[config.mk]
export PLATFORM = sky130hd
export DESIGN_NAME = wb_master_arbiter
export DESIGN_NICKNAME = d
export VERILOG_FILES = /design/src/rtl/wb_master_arbiter.sv
export SDC_FILE = /design/constraint.sdc
export NUM_CORES = 1
export LEC_CHECK = 0
export ABC_AREA = 1
export CORE_AREA = 2 2 122 124
export DETAILED_ROUTE_END_ITERATION = 10
export DIE_AREA = 0 0 124 126
export PLACE_DENSITY_LB_ADDON = 0.15
export SLEW_MARGIN = 40
export SYNTH_ARGS = -nofsm -noshare
export SYNTH_HDL_FRONTEND = slang
export SYNTH_SLANG_ARGS = --single-unit
[constraint.sdc]
create_clock -name clk -period 4.1 [get_ports clk]
set_clock_uncertainty 0.2 [all_clocks]
set_input_delay 0.82 -clock clk [delete_from_list [all_inputs] [get_ports clk]]
set_output_delay 0.82 -clock clk [all_outputs]
set_load 0.02 [all_outputs]
[src/rtl/wb_master_arbiter.sv]
// wb_master_arbiter
//   Two-master / one-slave Wishbone arbiter. Master 0 is the core data port,
//   master 1 the instruction port. Data wins contention, but only for
//   MAX_DATA_BURST consecutive contested grants; after that the instruction
//   port is served. A watchdog aborts any strobe the slave leaves unacked
//   for TIMEOUT_CYCLES cycles (0 disables it).
//
// Ports
//   clk, rst                 clock, async active-high reset
//   m{0,1}_cyc/stb/we/sel/addr/data_i   master requests
//   m{0,1}_data_o, m{0,1}_ack_o         master responses
//   s_cyc/stb/we/sel/addr/data_o        slave request (owner pass-through)
//   s_data_i, s_ack_i                   slave response
//   grant_o                  one-hot owner (bit0 = m0, bit1 = m1), 00 idle
//   timeout_o                sticky watchdog-abort flag, cleared by rst only
module wb_master_arbiter #(
  parameter int MAX_DATA_BURST = 4,
  parameter int TIMEOUT_CYCLES = 255
) (
  input  logic        clk,
  input  logic        rst,
  input  logic        m0_cyc_i,
  input  logic        m0_stb_i,
  input  logic        m0_we_i,
  input  logic [3:0]  m0_sel_i,
  input  logic [31:0] m0_addr_i,
  input  logic [31:0] m0_data_i,
  output logic [31:0] m0_data_o,
  output logic        m0_ack_o,
  input  logic        m1_cyc_i,
  input  logic        m1_stb_i,
  input  logic        m1_we_i,
  input  logic [3:0]  m1_sel_i,
  input  logic [31:0] m1_addr_i,
  input  logic [31:0] m1_data_i,
  output logic [31:0] m1_data_o,
  output logic        m1_ack_o,
  output logic        s_cyc_o,
  output logic        s_stb_o,
  output logic        s_we_o,
  output logic [3:0]  s_sel_o,
  output logic [31:0] s_addr_o,
  output logic [31:0] s_data_o,
  input  logic [31:0] s_data_i,
  input  logic        s_ack_i,
  output logic [1:0]  grant_o,
  output logic        timeout_o
);

  typedef enum logic [2:0] {IDLE, GRANT_D, GRANT_I, ABORT_D, ABORT_I} state_t;

  localparam int DW = (MAX_DATA_BURST > 0) ? $clog2(MAX_DATA_BURST + 1) : 1;
  localparam int TW = (TIMEOUT_CYCLES > 1) ? $clog2(TIMEOUT_CYCLES) : 1;
  localparam logic [DW-1:0] DMAX  = DW'(MAX_DATA_BURST);
  localparam logic [TW-1:0] TLAST = (TIMEOUT_CYCLES > 0) ? TW'(TIMEOUT_CYCLES - 1) : '0;
  localparam logic WD_EN = (TIMEOUT_CYCLES != 0);

  state_t          state, state_nxt;
  logic [DW-1:0]   dcnt, dcnt_nxt;
  logic [TW-1:0]   tcnt;
  logic            timeout_q;
  logic            owner_d, owner_i, cur_cyc, wd_fire;

  assign owner_d   = (state == GRANT_D);
  assign owner_i   = (state == GRANT_I);
  assign cur_cyc   = owner_i ? m1_cyc_i : m0_cyc_i;
  // Ack in the same cycle as the last allowed strobe wins over the abort.
  assign wd_fire   = WD_EN && s_stb_o && !s_ack_i && (tcnt == TLAST);
  assign grant_o   = {owner_i | (state == ABORT_I), owner_d | (state == ABORT_D)};
  assign timeout_o = timeout_q;

  // Slave/master datapath: pure function of state so async reset drops the
  // slave cycle immediately.
  always_comb begin
    s_cyc_o   = 1'b0;
    s_stb_o   = 1'b0;
    s_we_o    = 1'b0;
    s_sel_o   = '0;
    s_addr_o  = '0;
    s_data_o  = '0;
    m0_ack_o  = 1'b0;
    m1_ack_o  = 1'b0;
    m0_data_o = s_data_i;
    m1_data_o = s_data_i;
    case (state)
      GRANT_D: begin
        s_cyc_o  = m0_cyc_i;
        s_stb_o  = m0_stb_i;
        s_we_o   = m0_we_i;
        s_sel_o  = m0_sel_i;
        s_addr_o = m0_addr_i;
        s_data_o = m0_data_i;
        m0_ack_o = s_ack_i;
      end
      GRANT_I: begin
        s_cyc_o  = m1_cyc_i;
        s_stb_o  = m1_stb_i;
        s_we_o   = m1_we_i;
        s_sel_o  = m1_sel_i;
        s_addr_o = m1_addr_i;
        s_data_o = m1_data_i;
        m1_ack_o = s_ack_i;
      end
      ABORT_D: begin
        m0_ack_o  = 1'b1;
        m0_data_o = '0;
      end
      ABORT_I: begin
        m1_ack_o  = 1'b1;
        m1_data_o = '0;
      end
      default: ;
    endcase
  end

  // Next state and starvation counter.
  always_comb begin
    state_nxt = state;
    dcnt_nxt  = dcnt;
    case (state)
      IDLE: begin
        if (m0_cyc_i && (!m1_cyc_i || dcnt < DMAX)) begin
          state_nxt = GRANT_D;
          // Only contested data grants count toward the burst limit.
          if (m1_cyc_i && dcnt != DMAX) dcnt_nxt = dcnt + DW'(1);
        end else if (m1_cyc_i) begin
          state_nxt = GRANT_I;
          dcnt_nxt  = '0;
        end
      end
      GRANT_D, GRANT_I: begin
        if (!cur_cyc)     state_nxt = IDLE;
        else if (wd_fire) state_nxt = owner_d ? ABORT_D : ABORT_I;
      end
      default: state_nxt = IDLE;
    endcase
  end

  always_ff @(posedge clk or posedge rst) begin
    if (rst) begin
      state     <= IDLE;
      dcnt      <= '0;
      tcnt      <= '0;
      timeout_q <= 1'b0;
    end else begin
      state <= state_nxt;
      dcnt  <= dcnt_nxt;
      if (!(owner_d || owner_i) || s_ack_i || state_nxt != state) tcnt <= '0;
      else if (s_stb_o)                                           tcnt <= tcnt + TW'(1);
      if (state_nxt == ABORT_D || state_nxt == ABORT_I) timeout_q <= 1'b1;
    end
  end

endmodule

==> results of run 1 <==
synthesized netlist by cell type, drive strengths merged (2+ instances only):
| cell | instances |
|---|---|
| clkbuf | 15 |
| nand3 | 7 |
| ha | 4 |
| a21oi | 6 |
| xor2 | 5 |
| buf | 6 |
| nand4 | 5 |
| dfrtp | 15 |
| o21ai | 75 |
| inv | 120 |
| xnor2 | 2 |
| nand2 | 91 |
| nor2 | 83 |
placed cells by master (no fill, tap or decap):
master                              n
sky130_fd_sc_hd__nand2_4            3
sky130_fd_sc_hd__clkinv_2           2
sky130_fd_sc_hd__o21ai_1            1
sky130_fd_sc_hd__clkdlybuf4s50_1  316
sky130_fd_sc_hd__diode_2            1
sky130_fd_sc_hd__xor2_1             5
sky130_fd_sc_hd__ha_1               4
sky130_fd_sc_hd__nand4_1            5
sky130_fd_sc_hd__nand2_2            4
sky130_fd_sc_hd__xnor2_1            2
sky130_fd_sc_hd__nor2_2             4
sky130_fd_sc_hd__inv_1            118
sky130_fd_sc_hd__buf_4              7
sky130_fd_sc_hd__nand3_2            3
sky130_fd_sc_hd__nor2_8             1
sky130_fd_sc_hd__nand2_1           84
sky130_fd_sc_hd__o21ai_0           74
sky130_fd_sc_hd__nor2_1            78
sky130_fd_sc_hd__nand3_1            4
sky130_fd_sc_hd__clkbuf_16          3
sky130_fd_sc_hd__dfrtp_1           15
sky130_fd_sc_hd__a21oi_1            6
sky130_fd_sc_hd__inv_2              2
sky130_fd_sc_hd__o22ai_4            1
sky130_fd_sc_hd__buf_12             1
registers in the layout, indices dropped and copies added, names as in the netlist:
signal     cells
tcnt           8
dcnt           3
state          3
timeout_o      1
final cells by class:
class | instances | area [sq um] | area share (%)
Sequential cell | 15 | 375 | 6.57
Multi-Input combinational cell | 279 | 1330 | 23.3
Inverter | 121 | 455 | 7.98
Tap cell | 184 | 230 | 4.03
Clock buffer | 3 | 75.1 | 1.31
Timing Repair Buffer | 324 | 3240 | 56.7
Clock inverter | 1 | 5.00 | 0.0877
Antenna cell | 1 | 2.50 | 0.0438
cell families after synthesis:
kind of cell / after synthesis / share of synthesized area (%)
AND/OR/NAND/NOR: 186 / 35.1
adder cells (fa/ha/maj): 4 / 2.23
buffers and inverters: 142 / 24.2
AO/OA/AOI/OAI: 82 / 19.0
XOR/XNOR: 7 / 2.73
flip-flops: 15 / 16.7
where the power goes:
group | total, mW | internal, mW | switching (mW) | leakage, nW
Sequential | 0.205 | 0.175 | 0.0295 | 0.199
Clock | 0.194 | 0.130 | 0.0633 | 0.0409
Combinational | 2.07 | 0.934 | 1.14 | 2.38
through the flow:
stage | util [%] | setup WS [ns] | power, mW | area [sq um]
after global placement | 39.3 | 0.704 | 2.28 | 5630
after detailed placement | 39.3 | 0.740 | 2.29 | 5630
final | 39.9 | 0.483 | 2.47 | 5710
after floorplan | - | 1.62 | 1.20 | 2240
after CTS | 39.9 | 0.455 | 2.50 | 5710
after global routing | 39.9 | 0.298 | 2.63 | 5710
final timing paths:
check	from	end	cells after the start
worst max-delay path	state[1]	s_addr_o[6]	4
worst min-delay path	timeout_o	timeout_o	2
max in group asynchronous	rst	state[0]	2
min in group asynchronous	rst	tcnt[1]	2
worst min register to register	timeout_o	timeout_o	2
worst max register to register	state[1]	tcnt[2]	8
worst max-delay path: stages (launching register included):
cell and delay, ns:
sky130_fd_sc_hd__dfrtp_1 0.58, sky130_fd_sc_hd__nand3_2 0.47, sky130_fd_sc_hd__buf_4 0.40, sky130_fd_sc_hd__o21ai_0 0.23
sky130_fd_sc_hd__clkdlybuf4s50_1 0.65
layer usage:
layer  share of wire [%]  GRT usage [%]  routed length (microns)  vias up
met5               0.080              0                       11        -
met1                  38           18.7                     5250     1552
met3                 7.4           2.63                     1010       16
li1                    -              -                        -     1889
met4                 1.8           4.03                      242        2
met2                  53           30.6                     7240      146
==> implementation parameters, run 1 <==
Parameter                              Value

Run status
  Run status    completed

Die
  Die Outline Area    15,600 sq um
  Starting Density    15.7%
  Die width    124 microns
  Die outline height    126 microns
  Number of rows created at floorplan    44
  Top Ports    317
  Area of the core    14,300 sq um

Placement
  Routability-driven placement congestion ratio    0.884
  Post-DP HPWL    11.6 mm
  Count of input and output buffers    316
  Instance count after placement with tap cells included    923

Clock network
  Number of levels the H-tree was split into    1
  Clock insertion delay at the later pin of the skew report    0.25 ns
  CTS Hold Bufs    0
  Post_cts resized    0
  Clock Path Buffers    2
  Number of buffers added by the clock tree synthesis step    3
  Post-CTS repair timing setup buffer count    0
  CTS clock-pin slew for the worst setup and hold paths    0.05 ns
  Clock tree from TritonCTS    built
  Buffer type at the clock tree root    sky130_fd_sc_hd__clkbuf_16
  Sink Count    15

STA
  Min Clock Period, post-route    3.62 ns
  Setup violations, final    0
  Share of the clock period used by the worst path after layout    88.2%
  RSZ-0062 raised after global routing    no
  Max Transition Viols Final    0
  Final-layout worst hold slack    0.275 ns
  Highest attainable clock frequency    276 MHz
  Number of hold violations in the final report    0
  Headroom to the max-slew limit    58.5%
  Final total negative setup slack    0 ns
  Least-Margin Pin Slew    0.623 ns

GRT
  Wire length of the first global-routing pass    19.6 mm
  All-Layer GR Usage    16.2%
  Initial antenna violation count    2
  Total grt overflow    0
  Pin count of the biggest net entering global routing    41
  Number of global-route vias before repair    3,351

Synthesis
  Asr flop ratio synth    100%
  Area share of the largest cell type after synthesis    19.7%
  Cell type with the largest total area after synthesis    sky130_fd_sc_hd__inv_1
  Main flop type after synthesis    sky130_fd_sc_hd__dfrtp_1
  Synthesis Warnings    0
  Post-Synthesis Net Count    617
  Post-synthesis cell count    436
  Average size of a mapped cell    5.15 sq um
  Leading cell types by total area after synthesis    sky130_fd_sc_hd__inv_1 (20%), sky130_fd_sc_hd__dfrtp_1 (17%), sky130_fd_sc_hd__o21ai_0 (17%)
  Count of cell types in the netlist    24
  Netlist Area Pre-Place    2240 sq um
  Synthesized flop and latch total    15
  Sequential area share after synthesis    16.7%
  Post-synth EDFFs    0

Routing
  Average routed wire per standard cell    14.8 microns
  DRC violation total after the first TritonRoute iteration    144
  Vias    3,605
  Detail Route Antenna Nets    0
  Final wirelength    13.8 mm
  Number of design rule violations left after detail routing    0
  Post-DR vias/cell    3.88
  Number of detailed-routing iterations run before antenna repair    4

Cells and area
  Count of filler cells inserted in the layout    1,515
  Net count, final    925
  Area growth from synthesis to layout    154%
  Fraction of final layout cells with drive strength greater than 1    4.17%
  Final non-filler cell total    928

Job
  Max cap viols    0

Setup path
  Element type at the critical path start    flip-flop
  Critical path type    reg2out
  R2R Setup Slk    1.77 ns
  Critical path required time    3.08 ns
  Data arrival, critical path    2.60 ns
  Largest driver fanout on the critical path    26
  Endpoint kind of the worst setup timing path    output pin

Power and ir drop
  Static leakage power    2.62 nW
  Worst supply voltage drop on vdd    337 uV
  Power per standard cell area    432 nW/um^2

Worst hold path
  HP Class    reg2reg
(Power assumes the default switching activity.)
==> inputs of run 2 (changes only) <==
- ABC_AREA: 1 -> not set
- CORE_AREA: 2 2 122 124 -> 2 2 125 127
- DIE_AREA: 0 0 124 126 -> 0 0 127 129
==> run 2 against run 1 <==
Sequential share of layout area increased by 0.31 points. Cell area decreased by 4.5%. Combinational power decreased by 60%. Via count decreased by 12%. Register-to-register slack improved by 0.30 ns. Critical endpoint is now s_addr_o[4]. Area after synthesis decreased by 9.5%. First-iteration DRC count decreased by 7.6%. Critical path type unchanged. Sequential power decreased by 17%. Non-clock buffer count decreased by 5.
==> implementation parameters, run 2 <==
Parameter                              Value

Synthesis
  Most frequently used cell type in the post-synthesis netlist    sky130_fd_sc_hd__a22o_1
  Post-synth EDFFs    0 (unchanged)
  Post-synthesis cell count    254 (-42%)
  Post-Synthesis Net Count    435 (-29%)
  Main flop type after synthesis    sky130_fd_sc_hd__dfrtp_1
  Simple-gate share of the synthesized area    32.7% (-2.4 points)
  Fraction of the mapped netlist area in compound gates    37.2% (+18 points)
  Dominant combinational cell family by area after synthesis    compound AO/OA/AOI/OAI gates
  Share of the synthesized netlist area taken by xor and xnor gates    1.73% (-1.0 points)
  Cell type with the largest total area after synthesis    sky130_fd_sc_hd__a22o_1
  Netlist Area Pre-Place    2030 sq um (-9.5%)
  Asr flop ratio synth    100% (unchanged)
  Sequential area share after synthesis    18.5% (+1.8 points)
  Share of synthesized cell area in full adder, half adder and majority cells    2.47% (+0.24 points)
  Mux contribution to synthesized area    0% (unchanged)
  Leading cell types by total area after synthesis    sky130_fd_sc_hd__a22o_1 (30%), sky130_fd_sc_hd__dfrtp_1 (18%), sky130_fd_sc_hd__nor2b_1 (10%)
  Count of cell types in the netlist    42 (+75%)
  Synthesized flop and latch total    15 (unchanged)
  Area share of the largest cell type after synthesis    29.8% (+10 points)
  Synthesis Warnings    0 (unchanged)
  Cell types with the highest counts after synthesis    sky130_fd_sc_hd__a22o_1 (69), sky130_fd_sc_hd__nor2b_1 (33), sky130_fd_sc_hd__and2_1 (32), sky130_fd_sc_hd__dfrtp_1 (15), sky130_fd_sc_hd__clkbuf_1 (13)
  Average size of a mapped cell    7.99 sq um (+55%)

Die
  Die outline height    129 microns (+2.4%)
  Area of the core    15,000 sq um (+4.6%)
  Die Outline Area    16,400 sq um (+4.9%)
  Die width    127 microns (+2.4%)
  Top Ports    317 (unchanged)
  Number of rows created at floorplan    45 (+2.3%)
  Starting Density    13.6% (-2.1 points)

Routing
  Number of detailed-routing iterations run before antenna repair    4 (unchanged)
  Vias    3,190 (-12%)
  Number of design rule violations left after detail routing    0 (unchanged)
  Final wirelength    13.7 mm (-0.25%)
  Average routed wire per standard cell    18.5 microns (+25%)
  Detail Route Antenna Nets    0 (unchanged)
  DRC violation total after the first TritonRoute iteration    133 (-7.6%)
  Post-DR vias/cell    4.31 (+11%)

Clock network
  Post-CTS repair timing setup buffer count    0 (unchanged)
  Buffer type at the clock tree root    sky130_fd_sc_hd__clkbuf_16
  Sink Count    15 (unchanged)
  Number of buffers added by the clock tree synthesis step    3 (unchanged)
  Clock Path Buffers    2 (unchanged)
  Clock tree from TritonCTS    built
  Clock insertion delay at the later pin of the skew report    0.25 ns (about the same)
  Number of levels the H-tree was split into    1 (unchanged)
  Post_cts resized    0 (unchanged)
  CTS clock-pin slew for the worst setup and hold paths    0.05 ns (about the same)
  CTS Hold Bufs    0 (unchanged)

STA
  Least-Margin Pin Slew    0.590 ns (-0.0325 ns)
  Max Transition Viols Final    0 (unchanged)
  Number of hold violations in the final report    0 (unchanged)
  Final-layout worst hold slack    0.263 ns (-0.0126 ns)
  Min Clock Period, post-route    3.56 ns (-0.0552 ns)
  Setup violations, final    0 (unchanged)
  RSZ-0062 raised after global routing    no
  Share of the clock period used by the worst path after layout    86.9% (-1.3 points)
  Final total negative setup slack    0 ns (unchanged)
  Headroom to the max-slew limit    60.6% (+2.1 points)
  Slack of the critical path    0.538 ns (+0.0552 ns)
  Highest attainable clock frequency    281 MHz (+1.5%)

Power and ir drop
  Worst supply voltage drop on vdd    198 uV (-41%)
  Power per standard cell area    221 nW/um^2 (-49%)
  Final Total Pwr    1.20 mW (-51%)
  Static leakage power    2.15 nW (-18%)

Setup path
  Buffers plus inverters on the worst setup path    2 (unchanged)
  Cells traversed along the worst timing path    nor3b_2 > buf_12 > a22o_1 > clkdlybuf4s50_1
  Data arrival, critical path    2.54 ns (-0.06 ns)
  Cell class contributing the biggest share of worst-path delay    buffers and inverters
  Launching element of the worst setup path    state[1]
  Startpoint of the most critical register-to-register path    state[1]
  Critical path required time    3.08 ns (about the same)
  Stage delay of the slowest cell on the critical path    0.70 ns (+0.05 ns)
  Highest-delay cell along the critical path    sky130_fd_sc_hd__clkdlybuf4s50_1
  Element type at the critical path start    flip-flop
  Endpoint kind of the worst setup timing path    output pin
  Critical path type    reg2out
  Largest driver fanout on the critical path    71 (+170%)

Placement
  Worst slack at placement    0.642 ns (-0.0981 ns)
  Count of input and output buffers    316 (unchanged)
  Post-DP HPWL    11.2 mm (-3.5%)
  Routability-driven placement congestion ratio    0.883 (-0.14%)
  Instance count after placement with tap cells included    736 (-20%)

Cells and area
  Area growth from synthesis to layout    169%
  Final antenna diode count    0 (-1)
  Leading cell type in the layout, fill and taps excluded    sky130_fd_sc_hd__clkdlybuf4s50_1
  Final non-filler cell total    740 (-20%)
  Largest registers ranked by flip-flop count    tcnt (8), dcnt (3), state (3)
  Max reg flops    8 (unchanged)
  Net count, final    734 (-21%)
  Largest register by flop count    tcnt
  Fraction of final layout cells with drive strength greater than 1    3.26% (-0.91 points)
  Top library cells by usage in the layout, fill and taps aside    sky130_fd_sc_hd__clkdlybuf4s50_1 (316), sky130_fd_sc_hd__a22o_1 (69), sky130_fd_sc_hd__and2_1 (33)

GRT
  Wire length of the first global-routing pass    19.1 mm (-2.7%)
  Total grt overflow    0 (unchanged)
  Number of global-route vias before repair    2,973 (-11%)
  Initial antenna violation count    0 (-2)
  GR Layer Usage met3    2.99% (+0.37 points)
  Most crowded layer after global routing    met2
  Met1 track utilization from global routing    18.5% (-0.17 points)
  Pin count of the biggest net entering global routing    72 (+76%)
  All-Layer GR Usage    15.0% (-1.2 points)
  Met2 Usage GRT    27.6% (-3.0 points)

Run status
  Run status    completed

Worst hold path
  HP Class    reg2reg
  Startpoint of the lowest-slack hold path    timeout_o

Job
  Max cap viols    0 (unchanged)
==> run 2: cell count changes in the layout (fill, tap and decap cells not counted), moves of 6 or more <==
cell / before / now
sky130_fd_sc_hd__o21ai_0: 74 / 7
sky130_fd_sc_hd__a22o_1: 0 / 69
sky130_fd_sc_hd__inv_1: 118 / 8
sky130_fd_sc_hd__nor2_1: 78 / 7
sky130_fd_sc_hd__and2_1: 0 / 33
sky130_fd_sc_hd__nand2_1: 84 / 6
sky130_fd_sc_hd__nor2b_1: 0 / 32
sky130_fd_sc_hd__buf_4: 7 / 1
==> run 2: worst paths after layout <==
| check | endpoint | slack, ns | cells after the start |
|---|---|---|---|
| max in group asynchronous | state[0] | 2.58 | 2 |
| setup reg to reg | tcnt[1] | 2.07 | 4 |
| hold reg to reg | timeout_o | 0.26 | 1 |
| min in group asynchronous | dcnt[1] | 0.74 | 2 |
| hold / removal | timeout_o | 0.26 | 1 |
| setup / recovery | s_addr_o[4] | 0.54 | 4 |
==> run 2: power breakdown <==
part / internal [mW] / switching, mW / leakage, nW
Clock: 0.130 / 0.0630 / 0.0409
Sequential: 0.158 / 0.0132 / 0.205
Combinational: 0.460 / 0.378 / 1.90
Total: 0.748 / 0.454 / 2.15
==> run 2: cell type report <==
| cell class | instances | area (sq um) |
|---|---|---|
| clock buffers | 3 | 75.1 |
| clock inverters | 1 | 5.00 |
| fillers | 1551 | 9530 |
| inverters | 8 | 30.0 |
| multi-input cells | 206 | 1520 |
| flip-flops and latches | 15 | 375 |
| well taps | 188 | 235 |
| repair buffers | 319 | 3210 |
==> run 2: cell families after synthesis <==
group,after synthesis
buf+inv,33
fa+ha+maj,4
simple gates,107
compound gates,91
xor+xnor,4
flops,15
==> run 2: metal layers <==
layer	routed length, microns	share of wire, %
met1	5480	40
met2	7200	52
met3	926	6.7
met4	114	0.83
met5	0	0
==> run 2: per-stage QoR <==
stage	cell area, sq um	utilization (%)
5_1_grt	5450	36.4
3_3_place_gp	5370	35.8
3_5_place_dp	5370	35.8
2_1_floorplan	2030	-
4_1_cts	5450	36.4
6_report	5450	36.4
==> inputs of run 3 (changes only) <==
- SLEW_MARGIN: 40 -> 30
==> run 3 against run 2 <==
Final cell count unchanged. Clock power about the same. First-iteration DRC count decreased by 2.3%. Combinational power about the same. Core utilization about the same. Highest routed layer unchanged.
==> implementation parameters, run 3 (same netlist as run 2, synthesis figures left out) <==
Parameter                              Value

Run status
  Run status    completed

Routing
  Number of detailed-routing iterations run before antenna repair    4 (unchanged)
  Final wirelength    13.7 mm (about the same)
  DRC violation total after the first TritonRoute iteration    130 (-2.3%)
  Number of design rule violations left after detail routing    0 (unchanged)
  Detail Route Antenna Nets    0 (unchanged)
  Average routed wire per standard cell    18.6 microns (about the same)
  Vias    3,169 (-0.66%)
  Post-DR vias/cell    4.28 (-0.66%)

Setup path
  Endpoint kind of the worst setup timing path    output pin
  Critical path type    reg2out
  Largest driver fanout on the critical path    32 (-55%)
  Data arrival, critical path    2.56 ns (+0.02 ns)
  Critical path required time    3.08 ns (about the same)
  Element type at the critical path start    flip-flop

Power and ir drop
  Switching power    454 uW (about the same)
  Power per standard cell area    221 nW/um^2 (about the same)
  P_int    748 uW (about the same)
  Static leakage power    2.15 nW (about the same)
  Fraction of power consumed by combinational cells    69.7% (about the same)
  Fraction of power consumed by the clock network    16.1% (about the same)
  Relative contribution of sequential cells to total power    14.2% (about the same)
  Worst supply voltage drop on vdd    199 uV (+0.27%)
  Switching share of power    37.8% (about the same)

STA
  Setup violations, final    0 (unchanged)
  Final total negative setup slack    0 ns (unchanged)
  Number of hold violations in the final report    0 (unchanged)
  Max Transition Viols Final    0 (unchanged)
  Min Clock Period, post-route    3.58 ns (+0.0201 ns)
  Headroom to the max-slew limit    44.2% (-16 points)
  RSZ-0062 raised after global routing    no
  Share of the clock period used by the worst path after layout    87.4% (+0.49 points)
  Highest attainable clock frequency    279 MHz (-0.56%)
  Least-Margin Pin Slew    0.835 ns (+0.245 ns)

Die
  Die Outline Area    16,400 sq um (unchanged)
  Top Ports    317 (unchanged)
  Starting Density    13.6% (unchanged)
  Die width    127 microns (unchanged)
  Die outline height    129 microns (unchanged)
  Area of the core    15,000 sq um (unchanged)
  Number of rows created at floorplan    45 (unchanged)

GRT
  Wire length of the first global-routing pass    19.1 mm (unchanged)
  All-Layer GR Usage    15.0% (unchanged)
  Total grt overflow    0 (unchanged)
  Pin count of the biggest net entering global routing    72 (unchanged)
  Initial antenna violation count    0 (unchanged)
  Number of global-route vias before repair    2,973 (unchanged)

Clock network
  Buffer type at the clock tree root    sky130_fd_sc_hd__clkbuf_16
  Post_cts resized    0 (unchanged)
  CTS Hold Bufs    0 (unchanged)
  Sink Count    15 (unchanged)
  Number of buffers added by the clock tree synthesis step    3 (unchanged)
  Clock tree from TritonCTS    built
  Clock Path Buffers    2 (unchanged)
  Number of levels the H-tree was split into    1 (unchanged)
  CTS clock-pin slew for the worst setup and hold paths    0.05 ns (about the same)
  Post-CTS repair timing setup buffer count    0 (unchanged)
  Clock insertion delay at the later pin of the skew report    0.25 ns (about the same)

Cells and area
  Area of the multi-input gates    1520 sq um (-0.17%)
  Net count, final    734 (unchanged)
  Largest register by flop count    tcnt
  Register area    375 sq um (unchanged)
  Largest registers ranked by flip-flop count    tcnt (8), dcnt (3), state (3)
  Count of filler cells inserted in the layout    1,552 (+0.064%)
  Post-route standard cell area excluding fillers    5450 sq um (about the same)
  Top library cells by usage in the layout, fill and taps aside    sky130_fd_sc_hd__clkdlybuf4s50_1 (316), sky130_fd_sc_hd__a22o_1 (69), sky130_fd_sc_hd__and2_1 (33)
  Leading cell type in the layout, fill and taps excluded    sky130_fd_sc_hd__clkdlybuf4s50_1
  Area growth from synthesis to layout    168% (about the same)
  Final antenna diode count    0 (unchanged)
  Fraction of final layout cells with drive strength greater than 1    3.08% (-0.18 points)
  Max reg flops    8 (unchanged)

Placement
  Routability-driven placement congestion ratio    0.883 (unchanged)
  Post-DP HPWL    11.2 mm (unchanged)
  Cell area after placement    5370 sq um (unchanged)
  Count of input and output buffers    316 (unchanged)

Job
  Max cap viols    0 (unchanged)

Worst hold path
  HP Class    reg2reg
## run 3: cell types whose count changed in the layout (fill, tap and decap cells not counted)
| cell | previous run | this run |
|---|---|---|
| sky130_fd_sc_hd__nand2_2 | 1 | 0 |
| sky130_fd_sc_hd__nand2_1 | 6 | 7 |
## run 3: stage by stage
step / setup slack [ns] / cells / power [mW] / util, % / hold slack, ns
floorplan: 1.40 / 254 / 0.538 / - / 0.272
global placement: 0.674 / 736 / 1.01 / 35.8 / 0.265
detailed placement: 0.642 / 736 / 1.02 / 35.8 / 0.252
CTS: 0.482 / 740 / 1.21 / 36.4 / 0.268
global route: 0.347 / 740 / 1.26 / 36.4 / 0.289
finish: 0.518 / 740 / 1.20 / 36.4 / 0.262
## run 3: per-layer routing
metal | part of all wire, % | up-vias | global-route usage (%)
met5 | 0 | - | 0
met4 | 0.83 | 0 | 2.20
met3 | 6.7 | 8 | 2.99
met2 | 52 | 129 | 27.6
met1 | 40 | 1506 | 18.5
li1 | - | 1526 | -
## run 3: final cells by class
class	instances	area share, %
clock buffer	3	1.38
tap	188	4.32
sequential	15	6.89
multi-input combinational	206	27.8
clock inverter	1	0.0919
timing repair buffer	319	58.9
inverter	8	0.551
## run 3: path summary, 6_finish.rpt
check                      slack (ns)  cells after the start             to       from
min reg2reg                      0.26                      1      timeout_o  timeout_o
max reg2reg                      2.08                      4        tcnt[1]   state[1]
min                              0.26                      1      timeout_o  timeout_o
max in group asynchronous        2.58                      2       state[0]        rst
max                              0.52                      4  m0_data_o[15]   state[2]
min in group asynchronous        0.74                      2        dcnt[1]        rst
## run 3: worst max-delay path, stage by stage, from the launching register on
cell and delay (ns):
sky130_fd_sc_hd__dfrtp_1 0.47, sky130_fd_sc_hd__and2b_1 0.36, sky130_fd_sc_hd__nand2_1 0.54, sky130_fd_sc_hd__and2_1 0.40
sky130_fd_sc_hd__clkdlybuf4s50_1 0.54
## run 3: power by group through the flow
stage,Clock [mW],Combinational [mW],Sequential [mW]
floorplan,0,0.372,0.166
global placement,0,0.842,0.173
detailed placement,0,0.842,0.173
CTS,0.194,0.847,0.171
global route,0.199,0.884,0.173
finish,0.194,0.838,0.171
